## config.mk

```make
export PLATFORM = sky130hd
export DESIGN_NAME = regfile_wb_sched
export DESIGN_NICKNAME = d
export VERILOG_FILES = /design/src/rtl/regfile_wb_sched.sv
export SDC_FILE = /design/constraint.sdc
export NUM_CORES = 1
export LEC_CHECK = 0
export CORE_MARGIN = 1
export CORE_UTILIZATION = 45
export DETAILED_ROUTE_END_ITERATION = 12
export DONT_BUFFER_PORTS = 1
export GPL_TIMING_DRIVEN = 1
export PLACE_DENSITY = 0.65
export SLEW_MARGIN = 20
export SYNTH_ARGS = -nofsm -noshare
export SYNTH_HDL_FRONTEND = slang
export SYNTH_SLANG_ARGS = --single-unit
```

## constraint.sdc

```tcl
create_clock -name clk -period 4.1 [get_ports clk]
set_input_delay 0.82 -clock clk [delete_from_list [all_inputs] [get_ports clk]]
set_output_delay 0.82 -clock clk [all_outputs]
set_load 0.02 [all_outputs]
```

## src/rtl/regfile_wb_sched.sv

```systemverilog
// Writeback scheduler for a single-write-port 32x32 register file: round-robin
// ALU/MEM arbitration, registered write port, and per-register pending-write scoreboard.
module regfile_wb_sched #(
    parameter int unsigned PEND_W = 2
) (
    input  logic        clk,
    input  logic        rst,
    input  logic        alu_valid,
    output logic        alu_ready,
    input  logic [4:0]  alu_addr,
    input  logic [31:0] alu_data,
    input  logic        mem_valid,
    output logic        mem_ready,
    input  logic [4:0]  mem_addr,
    input  logic [31:0] mem_data,
    input  logic        issue_valid,
    input  logic [4:0]  issue_addr,
    input  logic [4:0]  chk_addrA,
    input  logic [4:0]  chk_addrB,
    output logic        hazard,
    output logic        rf_we,
    output logic [4:0]  rf_waddr,
    output logic [31:0] rf_wdata,
    output logic        overflow
);

    typedef enum logic {
        GNT_ALU,
        GNT_MEM
    } grant_e;

    localparam logic [PEND_W-1:0] CNT_MAX = '1;

    grant_e            last_grant_q, last_grant_d;
    logic              gnt_alu, gnt_mem;
    logic              acc;
    logic [4:0]        acc_addr;
    logic [31:0]       acc_data;

    logic              rf_we_q, rf_we_d;
    logic [4:0]        rf_waddr_q, rf_waddr_d;
    logic [31:0]       rf_wdata_q, rf_wdata_d;
    logic              overflow_q, overflow_d;
    logic [PEND_W-1:0] cnt_q [32];
    logic [PEND_W-1:0] cnt_d [32];

    // Round-robin pointer only moves when both requesters compete.
    always_comb begin
        gnt_alu      = 1'b0;
        gnt_mem      = 1'b0;
        last_grant_d = last_grant_q;
        if (!rst) begin
            if (alu_valid && mem_valid) begin
                if (last_grant_q == GNT_MEM) begin
                    gnt_alu      = 1'b1;
                    last_grant_d = GNT_ALU;
                end else begin
                    gnt_mem      = 1'b1;
                    last_grant_d = GNT_MEM;
                end
            end else begin
                gnt_alu = alu_valid;
                gnt_mem = mem_valid;
            end
        end
    end

    assign alu_ready = gnt_alu;
    assign mem_ready = gnt_mem;
    assign acc       = gnt_alu | gnt_mem;
    assign acc_addr  = gnt_alu ? alu_addr : mem_addr;
    assign acc_data  = gnt_alu ? alu_data : mem_data;

    always_comb begin
        rf_we_d    = acc && (acc_addr != 5'd0);
        rf_waddr_d = rf_waddr_q;
        rf_wdata_d = rf_wdata_q;
        if (acc) begin
            rf_waddr_d = acc_addr;
            rf_wdata_d = acc_data;
        end
    end

    // Saturating counters; a simultaneous effective inc and dec cancel out.
    always_comb begin
        logic hit_inc;
        logic inc;
        logic dec;
        overflow_d = overflow_q;
        cnt_d[0]   = '0;
        for (int unsigned r = 1; r < 32; r++) begin
            hit_inc  = issue_valid && (issue_addr == 5'(r));
            inc      = hit_inc && (cnt_q[r] != CNT_MAX);
            dec      = acc && (acc_addr == 5'(r)) && (cnt_q[r] != '0);
            cnt_d[r] = cnt_q[r];
            if (hit_inc && (cnt_q[r] == CNT_MAX)) begin
                overflow_d = 1'b1;
            end
            if (inc && !dec) begin
                cnt_d[r] = cnt_q[r] + PEND_W'(1);
            end else if (dec && !inc) begin
                cnt_d[r] = cnt_q[r] - PEND_W'(1);
            end
        end
    end

    always_ff @(posedge clk) begin
        if (rst) begin
            last_grant_q <= GNT_MEM;
            rf_we_q      <= 1'b0;
            rf_waddr_q   <= '0;
            rf_wdata_q   <= '0;
            overflow_q   <= 1'b0;
            for (int unsigned r = 0; r < 32; r++) begin
                cnt_q[r] <= '0;
            end
        end else begin
            last_grant_q <= last_grant_d;
            rf_we_q      <= rf_we_d;
            rf_waddr_q   <= rf_waddr_d;
            rf_wdata_q   <= rf_wdata_d;
            overflow_q   <= overflow_d;
            for (int unsigned r = 0; r < 32; r++) begin
                cnt_q[r] <= cnt_d[r];
            end
        end
    end

    assign hazard   = (cnt_q[chk_addrA] != '0) | (cnt_q[chk_addrB] != '0);
    assign rf_we    = rf_we_q;
    assign rf_waddr = rf_waddr_q;
    assign rf_wdata = rf_wdata_q;
    assign overflow = overflow_q;

endmodule

```

**After elaboration in Yosys (flattened, before gate mapping)**

Memories as Yosys holds them, arrays and structs flattened.
Cells that the tools add are included.
W data, S select, Z words.

- Equality and inequality tests: 124
- Divide/modulo/power cells: 0
- Magnitude comparators: 0
- $mul: 0
- Multiplexer cells: 136
- Shifts and indexed selects: 0
- Reductions and logical operators: 316
- Bitwise gates (word level): 34
- Add/sub/neg operators: 62

Operator list:

| kind | number |
|---|---|
| $logic_and A1 B1 Y1 | 219 |
| $mux W2 | 94 |
| $eq A5 B5 Y1 const B | 32 |
| $eq A5 B4 Y1 const B | 16 |
| $reduce_bool A2 Y1 | 33 |
| $add A2 B1 Y2 const B | 31 |
| $eq A2 B2 Y1 const B | 31 |
| $logic_not A1 Y1 | 62 |
| $ne A2 B2 Y1 const B | 31 |
| $sub A2 B1 Y2 const B | 31 |
| $eq A5 B3 Y1 const B | 8 |
| $mux W1 | 40 |
| $or A1 B1 Y1 | 34 |
| $mux W32 | 1 |
| $reduce_bool A31 Y1 | 1 |
| $eq A5 B2 Y1 const B | 4 |
| $eq A5 B1 Y1 const B | 2 |
| $mux W5 | 1 |
| $reduce_bool A5 Y1 | 1 |

- Register bits after elaboration: 40
- Latch bits: 0
- Word-level logic and storage cells: 678
- Bits in writable memories: 64
- Memories kept: 1
- Memory bits (read-only): 0
- Input bits: 94

Memories:

| memory | words | width | read ports | clocked after Yosys merged registers in | write ports | line | source |
|---|---|---|---|---|---|---|---|
| cnt_q | 32 | 2 | 33 | 0 | 32 | 44 | `logic [PEND_W-1:0] cnt_q [32];` |

**Depth between registers and ports, before layout**

- Depth in word-level cells: 34
- Depth in mapped cells: 11

**Worst setup path after synthesis**

Ideal clock, no wire load.

- Path kind: in2reg
- Start: input port rst
- End: memory cnt_q[20][1]
- Library setup time: 0.070 ns
- Path slack: 1.103 ns
- Data required time: 4.030 ns
- Arrival: 2.927 ns
- Stages on the path: 9
- Path through: buf_2 nand3b_1 buf_2 nor3b_1 a31oi_1 or4_1 ha_1 or3_1 a21oi_1

RTL lines:

| item | line | source |
|---|---|---|
| from (decl) | 7 | `input logic rst,` |
| to (decl) | 44 |  |

**Worst setup path in the final report**

- Start: input port chk_addrA[1]
- End: output port hazard

- Cells in the longest elaborated chain, start to end: 3

RTL lines:

| item | line | source |
|---|---|---|
| from (decl) | 18 | `input logic [4:0] chk_addrA,` |
| $mem_v2 Z32 W2 | -- |  |
| $reduce_bool A2 Y1 | 129 | `assign hazard = (cnt_q[chk_addrA] != '0) \| (cnt_q[chk_addrB] != '0);` |
| $or A1 B1 Y1 | 129 |  |
| to (decl) | 20 | `output logic hazard,` |

Every way passes these cells.

==> qor.yml <==
outcome:
  status: "finished, final reports clean"
route:
  dr.pass1.iters: 8
  drtAntennaViolNets: 0
  wl_per_cell_um: 18.87
  routed_wl_mm: 17.42
  num_vias: 5750
  drc: 0
  via_per_inst: 6.230
  drt-initial-drc-count: 474
global_routing:
  grt_pass1_wl_mm: 27.52
  grt_max_degree: 92
  grt_overflow: 0
  antenna_found_initial: 0
  grt_pass1_vias: 5383
  grt_usage_pct: 24.33
clocking:
  hold_buffers: 0
  clockBufferDepth: 2
  clock-root-buffer: "clkbuf_16"
  cts_tree: "done"
  clk_pin_slew_ns: 0.07
  clk_latency_ns: 0.37
  cts_buffers: 9
  cts_resized: 0
  post_cts_buffers: 0
  htree_levels: 3
  cts.sinks: 102
setup_path:
  worstPathCellList: "inv_1 -> mux4_2 -> mux2i_1 -> a22oi_1 -> nand4_1"
  critPathArrivalTime_ns: 2.23
  crit_slowest_cell: "mux4_2"
  worst-r2r-setup-slack_ns: 1.14
  endpoint_kind: "primary output"
  max_stage_delay_ns: 0.53
  path_buf_inv: 1
  worstPathMaxFanout: 19
  startpoint_type: "input pin"
  required_ns: 3.28
  worst-setup-path-type: "in -> out"
  critPathTopFamily: "multiplexers"
timing:
  tns_ns: 0
  hold_violations: 0
  rsz0062_at_grt: "no"
  slew-limit-headroom_pct: 47.44
  setup_viol: 0
  period_share_pct: 74.29
  period_minus_slack_ns: 3.046
  finalMaxSlewViolations: 0
  tightestPinTransition_ns: 0.7848
  fmax_ghz: 0.3283
  skew_ns: 0.008944
cells_and_area:
  area_growth_pct: 5.588
  n_antenna_cell: 0
  drive_above_1_share_pct: 4.711
  fin_nets: 863
  fillCellCount: 1289
  final_area_um2: 6738
floorplan:
  ios: 136
  die_width_um: 121.1
  rows: 43
  die_h_um: 121.1
  initial_core_util_pct: 45.97
  die_area_um2: 14660
  design.core.area_um2: 13880
run:
  drv_cap: 0
logic_synthesis:
  synthDistinctLibCells: 66
  synth_ff_type: "dfxtp_1"
  synthArstFlopShare_pct: 0
  yosys_warnings: 0
  synthCells: 773
  syn_area_per_cell_um2: 8.255
  synthesis.nets: 898
  synth_area_um2: 6381
  synth_edf_count: 0
  yosysSeqAreaShare_pct: 32.00
  synth-seq-cells: 102
placement:
  placed_area_um2: 6434
  gp_congestion: 0.9276
  numPortBuffers: 0
  hpwl_mm: 12.82
pwr:
  vdd.ir_drop.worst_v: 0.0002596
  p_per_area_nw_per_um2: 324.6
  leakagePower_nw: 2.433
worst_hold_path:
  min_path_type: "reg -> reg"
## registers in the layout (all words and copies together), names as in the netlist
register and cells:
cnt_q 62, last_grant_q 1, overflow 1, rf_waddr 5, rf_wdata 32, rf_we 1
## final timing paths
kind	from	end	cells after the start
min reg2reg	cnt_q[6][1]	cnt_q[6][1]	2
min	cnt_q[6][1]	cnt_q[6][1]	2
max	chk_addrA[1]	hazard	5
max reg2reg	last_grant_q	cnt_q[24][1]	9
## per-layer routing
layer / vias up / share of wire [%] / track usage (%)
met5: - / 0 / 0
met4: 0 / 2.5 / 9.722
met3: 36 / 11 / 7.942
met2: 297 / 46 / 38.54
met1: 2651 / 41 / 30.39
li1: 2766 / - / -
## power breakdown
group	leakage [nW]	total [W]	internal (W)	switching (W)
combinational	1.45	0.000203	0.0000875	0.000115
sequential	0.832	0.00111	0.00103	0.0000785
clock	0.149	0.000872	0.000447	0.000425
total	2.43	0.00219	0.00157	0.000619
## worst register-to-register path, cell delays in order, from the launching register on
cell      delay, ns
dfxtp_1        0.40
nand2b_1       0.12
nand3b_1       0.29
inv_1          0.32
nand3b_1       0.11
o31a_1         0.24
or4_1          0.56
ha_1           0.33
or3_1          0.35
a21oi_1        0.16
## cell type report
class	count	area, um^2	area share [%]
timing repair buffer	4	30.03	0.4457
tap	180	225.2	3.343
sequential	102	2042	30.31
inverter	24	90.09	1.337
clock inverter	6	60.06	0.8914
multi-input combinational	597	4051	60.13
clock buffer	10	239.0	3.547
## cell usage in the layout, fill, tap and decap left out, drive strengths merged, types with 29 or more instances in the layout
cell,n
a21oi,62
dfxtp,102
ha,31
inv,29
nand2,43
nor2,85
o21ai,52
or3,54
xor2,62
## Yosys cell counts, drive strengths merged (7+ instances only)
cell type	instances	area, um^2
dfxtp	102	2042
nor2	85	319.1
a21oi	62	314.1
xor2	62	543.0
or3	54	337.8
o21ai	52	260.3
nand2	43	161.4
clkbuf	34	127.6
ha	31	387.9
a211oi	25	200.2
nor3b	25	187.7
inv	24	90.08
nor3	18	90.09
buf	16	75.07
a222oi	13	130.1
mux2i	13	130.1
nand3	11	55.05
mux4	8	180.2
nand2b	8	50.05
a2111oi	7	61.31
## kinds of logic after synthesis
family                   share of synthesized area [%]
AND/OR/NAND/NOR                                  23.35
AO/OA/AOI/OAI                                    20.61
flip-flops                                       32.00
buffers and inverters                            4.588
XOR/XNOR                                         8.510
adder cells (fa/ha/maj)                          6.078
multiplexers                                     4.863
## through the flow
step | instances | power (W) | hold slack [ns] | setup slack [ns] | utilization (%)
CTS | 923 | 0.002205 | 0.5005 | 1.116 | 48.50
detailed placement | 907 | 0.001334 | 0.4897 | 0.7732 | 46.35
floorplan | 773 | 0.001311 | 0.4714 | 1.103 | -
global placement | 907 | 0.001328 | 0.4776 | 0.8617 | 46.35
finish | 923 | 0.002187 | 0.5017 | 1.054 | 48.54
global route | 923 | 0.002283 | 0.5021 | 0.9901 | 48.54
(Power assumes the default switching activity.)
